<file path="config.mk">
export PLATFORM = sky130hd
export DESIGN_NAME = async_fifo_wptr_ctrl
export DESIGN_NICKNAME = d
export VERILOG_FILES = /design/src/rtl/async_fifo_wptr_ctrl.sv
export SDC_FILE = /design/constraint.sdc
export NUM_CORES = 1
export LEC_CHECK = 0
export CAP_MARGIN = 20
export CORE_UTILIZATION = 43
export CTS_CLUSTER_DIAMETER = 120
export CTS_CLUSTER_SIZE = 25
export DETAILED_ROUTE_END_ITERATION = 10
export GPL_TIMING_DRIVEN = 0
export HOLD_SLACK_MARGIN = 0.05
export PLACE_DENSITY = 0.76
export SETUP_SLACK_MARGIN = 0.5
export SLEW_MARGIN = 30
export SYNTH_ARGS = -nofsm -noshare
export SYNTH_HDL_FRONTEND = slang
export SYNTH_SLANG_ARGS = --single-unit
</file>
<file path="constraint.sdc">
create_clock -name wclk -period 2.8 [get_ports wclk]
set_input_delay 0.7 -clock wclk [delete_from_list [all_inputs] [get_ports wclk]]
set_output_delay 0.7 -clock wclk [all_outputs]
set_load 0.05 [all_outputs]
</file>
<file path="src/rtl/async_fifo_wptr_ctrl.sv">
// Write-domain pointer/flag controller for an async FIFO: binary and Gray write
// pointers, registered full/almost-full flags, occupancy estimate and sticky overflow.
module async_fifo_wptr_ctrl #(
    parameter int ADDR_W    = 3,
    parameter int AF_MARGIN = 2
) (
    input  logic              wclk,
    input  logic              wrst_n,
    input  logic              winc,
    input  logic [ADDR_W:0]   wq2_rptr,
    output logic              wen,
    output logic [ADDR_W-1:0] waddr,
    output logic [ADDR_W:0]   wptr,
    output logic              wfull,
    output logic              walmost_full,
    output logic [ADDR_W:0]   wcount,
    output logic              woverflow
);

    localparam int              DEPTH    = 1 << ADDR_W;
    localparam logic [ADDR_W:0] AF_LEVEL = (ADDR_W + 1)'(DEPTH - AF_MARGIN);

    logic [ADDR_W:0] wbin_q, wbin_d;
    logic [ADDR_W:0] wptr_q, wptr_d;
    logic [ADDR_W:0] wcount_q, wcount_d;
    logic            wfull_q, wfull_d;
    logic            walmost_full_q, walmost_full_d;
    logic            woverflow_q, woverflow_d;
    logic [ADDR_W:0] rbin;
    logic [ADDR_W:0] full_gray;

    // Gated by the registered flag, so a read freeing space this cycle cannot
    // admit a write until the flag itself has dropped.
    assign wen = winc & ~wfull_q;

    always_comb begin
        rbin = '0;
        for (int i = 0; i <= ADDR_W; i++) begin
            rbin[i] = ^(wq2_rptr >> i);
        end
    end

    // Full when the write pointer is exactly one lap ahead: top two Gray bits inverted.
    assign full_gray = {~wq2_rptr[ADDR_W:ADDR_W-1], wq2_rptr[ADDR_W-2:0]};

    always_comb begin
        wbin_d         = wbin_q + {{ADDR_W{1'b0}}, wen};
        wptr_d         = wbin_d ^ (wbin_d >> 1);
        wcount_d       = wbin_d - rbin;
        wfull_d        = (wptr_d == full_gray);
        walmost_full_d = (wcount_d >= AF_LEVEL);
        woverflow_d    = woverflow_q | (winc & wfull_q);
    end

    always_ff @(posedge wclk or negedge wrst_n) begin
        if (!wrst_n) begin
            wbin_q         <= '0;
            wptr_q         <= '0;
            wcount_q       <= '0;
            wfull_q        <= 1'b0;
            walmost_full_q <= 1'b0;
            woverflow_q    <= 1'b0;
        end else begin
            wbin_q         <= wbin_d;
            wptr_q         <= wptr_d;
            wcount_q       <= wcount_d;
            wfull_q        <= wfull_d;
            walmost_full_q <= walmost_full_d;
            woverflow_q    <= woverflow_d;
        end
    end

    assign waddr        = wbin_q[ADDR_W-1:0];
    assign wptr         = wptr_q;
    assign wcount       = wcount_q;
    assign wfull        = wfull_q;
    assign walmost_full = walmost_full_q;
    assign woverflow    = woverflow_q;

endmodule

</file>
## Yosys cells after proc, flatten, opt, wreduce, memory -nomap -nowiden

Index checks and enable logic that the tools add are counted.

- Output and inout port bits: 15
- Register bits after elaboration: 15
- Input bits: 7

- Bitwise logic cells: 6
- Magnitude comparators: 1
- Add/sub/neg operators: 2
- Eq/ne operators: 1
- Reductions and logical operators: 4

Operators with widths:

| operator | number |
|---|---|
| $reduce_xor 4->1 | 4 |
| $add 4x1->4 | 1 |
| $eq 4x4->1 | 1 |
| $ge 4x3->1 const B | 1 |
| $sub 4x4->4 | 1 |
| $xor 4x3->4 | 1 |
| $and 1x1->1 | 2 |
| $not 2->2 | 1 |
| $not 1->1 | 1 |
| $or 1x1->1 | 1 |

## Logic depth before layout (Yosys ltp)

Gate-level depths: netlist (run 1).

- Depth after elaboration: 5
- Mapped depth: 9
- Gate-level depth less buffers: 9

## Least setup slack after synthesis (run 1)

OpenSTA, ideal clock, no wires.

- Path type: in2reg
- Start point: in winc
- End point: reg walmost_full_q, in the netlist walmost_full
- Arrival: 3.128 ns
- Required time: 2.682 ns
- Stages on the path: 9
- Setup time: 0.118 ns
- Buffers on the path: 0
- Setup slack: -0.447 ns
- Cell sequence: nor2b_1 > ha_1 > ha_1 > xor2_2 > ha_1 > a21oi_1 > o21ai_0 > xor3_1 > a21o_1

- Longest elaborated chain between the ends: 4

Ends and longest elaborated chain:

| item | line | text |
|---|---|---|
| start: declaration | 9 | `input logic winc,` |
| $and 1x1->1 | 34 | `assign wen = winc & ~wfull_q;` |
| $add 4x1->4 | 47 | `wbin_d = wbin_q + {{ADDR_W{1'b0}}, wen};` |
| via wbin_d[2] | 23 | `logic [ADDR_W:0] wbin_q, wbin_d;` |
| $sub 4x4->4 | 49 | `wcount_d = wbin_d - rbin;` |
| via wcount_d[3] | 25 | `logic [ADDR_W:0] wcount_q, wcount_d;` |
| $ge 4x3->1 | 51 | `walmost_full_d = (wcount_d >= AF_LEVEL);` |
| via walmost_full_d | 27 | `logic walmost_full_q, walmost_full_d;` |
| end signal: assignment | 68 | `walmost_full_q <= walmost_full_d;` |
| end: declaration | 27 |  |

The timed path passes the listed nets, and every way through them passes these cells.

## Worst setup path after layout (run 1)

- Start point: reg wbin_q[1]
- End point: out waddr[1]

RTL lines:

| item | line | text |
|---|---|---|
| start: declaration | 23 |  |
| start signal: assignment | 64 | `wbin_q <= wbin_d;` |
| end: declaration | 12 | `output logic [ADDR_W-1:0] waddr,` |

No word-level cell between the ends.

==> results of run 1 <==
## per-layer routing
metal	part of all wire, %	track usage [%]	routed length (um)	up-vias
li1	-	-	-	225
met1	41	20.6	507	232
met2	54	29.1	665	15
met3	3.0	2.61	37	4
met4	2.5	9.68	31	0
met5	0	0	0	-
## sequential cells by signal (all words and copies together), names as in the netlist
register / flops
wbin_q: 4
wcount: 4
wptr: 3
walmost_full: 1
wfull: 1
woverflow: 1
## cells in the mapped netlist
master,instances,area (um2)
or3_1,2,12.5
ha_1,5,62.6
xnor2_1,5,43.8
inv_1,6,22.5
xor2_1,5,43.8
dfrtp_1,14,350
nand2_1,1,3.75
a21oi_1,1,5.00
a21o_1,2,15.0
fa_1,1,20.0
nand3_1,2,10.0
a22oi_1,1,7.51
xor3_1,1,23.8
nand3_2,1,10.0
o21ai_0,1,5.00
xor2_2,2,32.5
nor2b_1,1,6.26
## layout by cell type (no fill, tap or decap)
| master | instances |
|---|---|
| dlymetal6s2s_1 | 2 |
| a22oi_1 | 1 |
| clkbuf_4 | 3 |
| nor2b_4 | 1 |
| clkdlybuf4s50_1 | 15 |
| ha_4 | 3 |
| o21ai_2 | 1 |
| xnor2_1 | 3 |
| nand3_1 | 2 |
| dfrtp_1 | 14 |
| or3_1 | 2 |
| nand3_2 | 1 |
| buf_2 | 1 |
| nand2_2 | 1 |
| a21o_1 | 2 |
| xor3_1 | 1 |
| clkdlybuf4s15_2 | 1 |
| clkbuf_2 | 2 |
| inv_1 | 6 |
| ha_1 | 1 |
| xor2_2 | 2 |
| xnor2_2 | 2 |
| xor2_1 | 4 |
| clkbuf_8 | 1 |
| fa_2 | 1 |
| xor2_4 | 1 |
| buf_4 | 6 |
| a21oi_2 | 1 |
| ha_2 | 1 |
## final timing paths
check                                to
hold reg to reg               woverflow
setup reg to reg           walmost_full
setup / recovery               waddr[1]
min in group asynchronous  walmost_full
max in group asynchronous     wbin_q[3]
hold / removal                woverflow
## layout make-up
class | count | area (um2)
multi-input combinational | 31 | 395
sequential | 14 | 350
fill | 85 | 313
timing repair buffer | 27 | 246
clock buffer | 4 | 36.3
inverter | 6 | 22.5
tap | 15 | 18.8
## cells by family after synthesis
kind of cell    after synthesis  share of synthesized area (%)
simple gates                  7                           6.31
xor+xnor                     13                           21.3
flops                        14                           51.9
buf+inv                       6                           3.34
fa+ha+maj                     6                           12.2
compound gates                5                           4.82
## repair_timing
action	CTS	global route
setup buffers	5	1
endpoints found under the hold margin	0	0
pin swaps	4	6
endpoints found under the setup margin	6	2
gates cloned	0	0
resized for setup	13	9
## through the flow
stage | TNS [ns] | util (%) | setup WS (ns) | hold WS [ns]
after floorplan | 0 | - | 0.283 | 0.404
after global placement | -0.333 | 69.7 | -0.201 | 0.438
after detailed placement | -0.447 | 69.7 | -0.244 | 0.444
after CTS | 0 | 77.0 | 0.502 | 0.464
after global routing | 0 | 77.4 | 0.517 | 0.488
final | 0 | 77.4 | 0.564 | 0.458
==> run summary, run 1 <==
Critical-path cell list - clkdlybuf4s50_1
Initial antenna violation count - 0
Post-layout min period - 2.24 ns
Reg2Reg Depth - 9
Port Buffers - 21
Reg2reg setup slack - 0.81 ns
CTS tree - yes
Post-synth net total - 64
CP Max Fanout - 3
Layout cell share with drive strength beyond 1 - 35.4%
Die height - 41.6 um
Placed cells - 87
Post-DP Area - 963 um2
Nets@finish - 96
Min-Delay Path Depth - 1
CP Data Required Time - 2.10 ns
GR Overflow Total - 0
Finished Layout Cells - 97
HP Start - woverflow
Core Footprint - 1380 um2
WL/cell - 12.8 um
Routed vias - 476
Status - complete, no violations
Sequential area share after synthesis - 51.9%
Clk slew on worst S/H paths - 0.08 ns
Worst Setup SP - wbin_q[1]
Post-route clock period utilization - 79.8%
Post-synth cell types - 17
Largest net degree at the start of global routing - 15
Final hold violations - 0
Setup Skew - 0.00286 ns
Slew @ Worst Pin - 0.594 ns
H-tree levels - 1
Final setup viols - 0
Normalized max-slew margin - 60.3%
MaxCap Viol Count - 0
Worst r2r src - wfull
Starting density of the core - 48.8%
Clock Tree Buf Depth - 2
Area delta synth->final - 58.6%
Clock Sinks - 14
RSZ-0062 raised after global routing - no
Dpl hpwl - 970 um
Min-Delay Path Class - flip-flop to flip-flop
Detailed Route WL - 1240 um
Via density per instance - 4.91
Total track usage - 17.1%
Worst path slowest cell - clkdlybuf4s50_1
Die area - 1730 um2
CTS buffer count - 3
Die W - 41.6 um
FP Rows - 13
Worst Path Buf+Inv - 1
N_diodes - 0
Fmax - 447 MHz
Top-level port count - 22
Worst skew pair latency - 0.27 ns
Synthesis Warnings - 0
WS Path Type - flip-flop to output port
Critical path capture point type - output port
Initial DRT Pass Iterations - 1
First-pass GRT wire length - 2190 um
Final instance area - 1070 um2
Post-DRT Antenna Nets - 0
Clock root cell - clkbuf_4
DRC viols - 0
Post-synthesis register bit count - 14
Iter 0 DRT Violations - 0
Synth Area per Inst - 13.2 um2
CTS hold repair buffers - 0
Cell Area, Synth - 674 um2
CP top delay family - buffers and inverters
Slew Viols, Final - 0
Mapped Cells - 51
Setup crit start kind - flip-flop
GP Congestion - 0.665
Number of global-route vias before repair - 483
Crit path DAT - 1.54 ns
CP peak stage delay - 0.83 ns
Cell count along the critical path - 1
Power of run 1 is not shown: default switching activity piles up to over one toggle a cycle in this logic, so the estimate is an artifact.
==> inputs of run 2 (changes only) <==
Clock period 2.8 ns to 2.1 ns, I/O delays scaled along.
==> run summary, run 2 (same netlist as run 1, synthesis figures left out) <==
Status - complete, no violations
Slew Viols, Final - 0
Total track usage - 18.5%
WS Path Type - input port to flip-flop
Final setup viols - 0
DRC viols - 0
Die area - 1730 um2
Crit path DAT - 2.21 ns
Fmax - 490 MHz
Initial DRT Pass Iterations - 2
H-tree levels - 1
Post-DRT Antenna Nets - 0
Dpl hpwl - 966 um
Port Buffers - 21
Hold EP - woverflow
Min Hold Slack - 0.474 ns
Nets@finish - 100
Die height - 41.6 um
Die W - 41.6 um
Clock Sinks - 14
Initial antenna violation count - 0
GR Overflow Total - 0
Starting density of the core - 48.8%
Slew @ Worst Pin - 0.560 ns
Area delta synth->final - 69.2%
CTS tree - yes
Setup crit start kind - input port
Most common cell after layout, fill and taps aside - dfrtp_1
Critical-path cell list - buf_6 -> nor2b_4 -> ha_4 -> ha_4 -> xor2_4 -> ha_4 -> nand2_2 -> o21ai_2 -> xor3_1 -> a21o_1
CP top delay family - adder cells
Clk slew on worst S/H paths - 0.08 ns
Detailed Route WL - 1490 um
Reg2Reg Depth - 9
CP Data Required Time - 2.27 ns
Worst skew pair latency - 0.27 ns
Post-Place Worst Slack - -0.672 ns
Final hold violations - 0
CP most frequent cell - ha_4
Setup Skew - 0.000407 ns
Min-Delay Path Class - flip-flop to flip-flop
CTS buffer count - 3
CP peak stage delay - 0.31 ns
MaxCap Viol Count - 0
Reg2reg setup slack - 0.07 ns
Worst Path Buf+Inv - 1
FP Rows - 13
Fin worst setup slack - 0.0593 ns
Met2 usage in global routing - 33.8%
Min-Delay Path Depth - 1
Placed cells - 87
R2r endpoint - walmost_full
Setup TNS - 0 ns
Via density per instance - 4.92
CTS hold repair buffers - 0
Number of global-route vias before repair - 533
Top-level port count - 22
CP Max Fanout - 3
Post-layout min period - 2.04 ns
First-pass GRT wire length - 2350 um
Finished Layout Cells - 101
Clock Tree Buf Depth - 2
Met3 usage - 3.48%
RSZ-0062 raised after global routing - yes
N_diodes - 0
Largest net degree at the start of global routing - 15
Worst path slowest cell - ha_4
Normalized max-slew margin - 62.5%
WL/cell - 14.8 um
Layout cell share with drive strength beyond 1 - 54.7%
HP Start - woverflow
GP Congestion - 0.691
Routed vias - 497
Worst r2r src - wfull
Critical path capture point type - flip-flop
Post-route clock period utilization - 97.2%
Clock root cell - clkbuf_4
Most frequent cells in the layout - 13 x dfrtp_1, 10 x buf_4, 9 x clkdlybuf4s15_2
GRT busiest layer - met2
Core Footprint - 1380 um2
Met1 usage - 20.8%
Iter 0 DRT Violations - 6
[run 2: repair_timing]
action | in CTS | in global routing
setup endpoints to repair | 25 | 8
pin swaps | 8 | 1
setup buffers | 7 | 3
cloned | 0 | 0
gates resized for setup | 68 | 12
[run 2: through the flow]
stage	utilization, %	cell area [um2]
2_1_floorplan	-	757
5_1_grt	82.5	1140
3_5_place_dp	71.3	986
4_1_cts	78.8	1090
3_3_place_gp	71.3	986
6_report	82.5	1140
[run 2: worst max-delay path by stage]
stage,from,depth (start not counted),to,slack (ns)
global placement,wq2_rptr[3],8,walmost_full,-0.64
floorplan,wfull,9,walmost_full,-0.25
finish,winc,10,walmost_full,0.06
CTS,winc,10,walmost_full,0.08
detailed placement,wq2_rptr[3],8,walmost_full,-0.67
global route,wfull,9,walmost_full,-0.01
[run 2: cell type report]
| class | count | area, um2 |
|---|---|---|
| multi-input cells | 31 | 418 |
| repair buffers | 31 | 294 |
| fillers | 78 | 241 |
| clock buffers | 4 | 36.3 |
| well taps | 15 | 18.8 |
| inverters | 6 | 22.5 |
| flip-flops and latches | 14 | 352 |
[run 2: routing by layer]
layer	vias to the layer above	part of all wire (%)	wire, um
li1	236	-	-
met1	243	37	558
met2	16	58	866
met3	2	3.2	47
met4	0	1.1	17
met5	-	0	0
Power of run 2 is left out for the same reason.
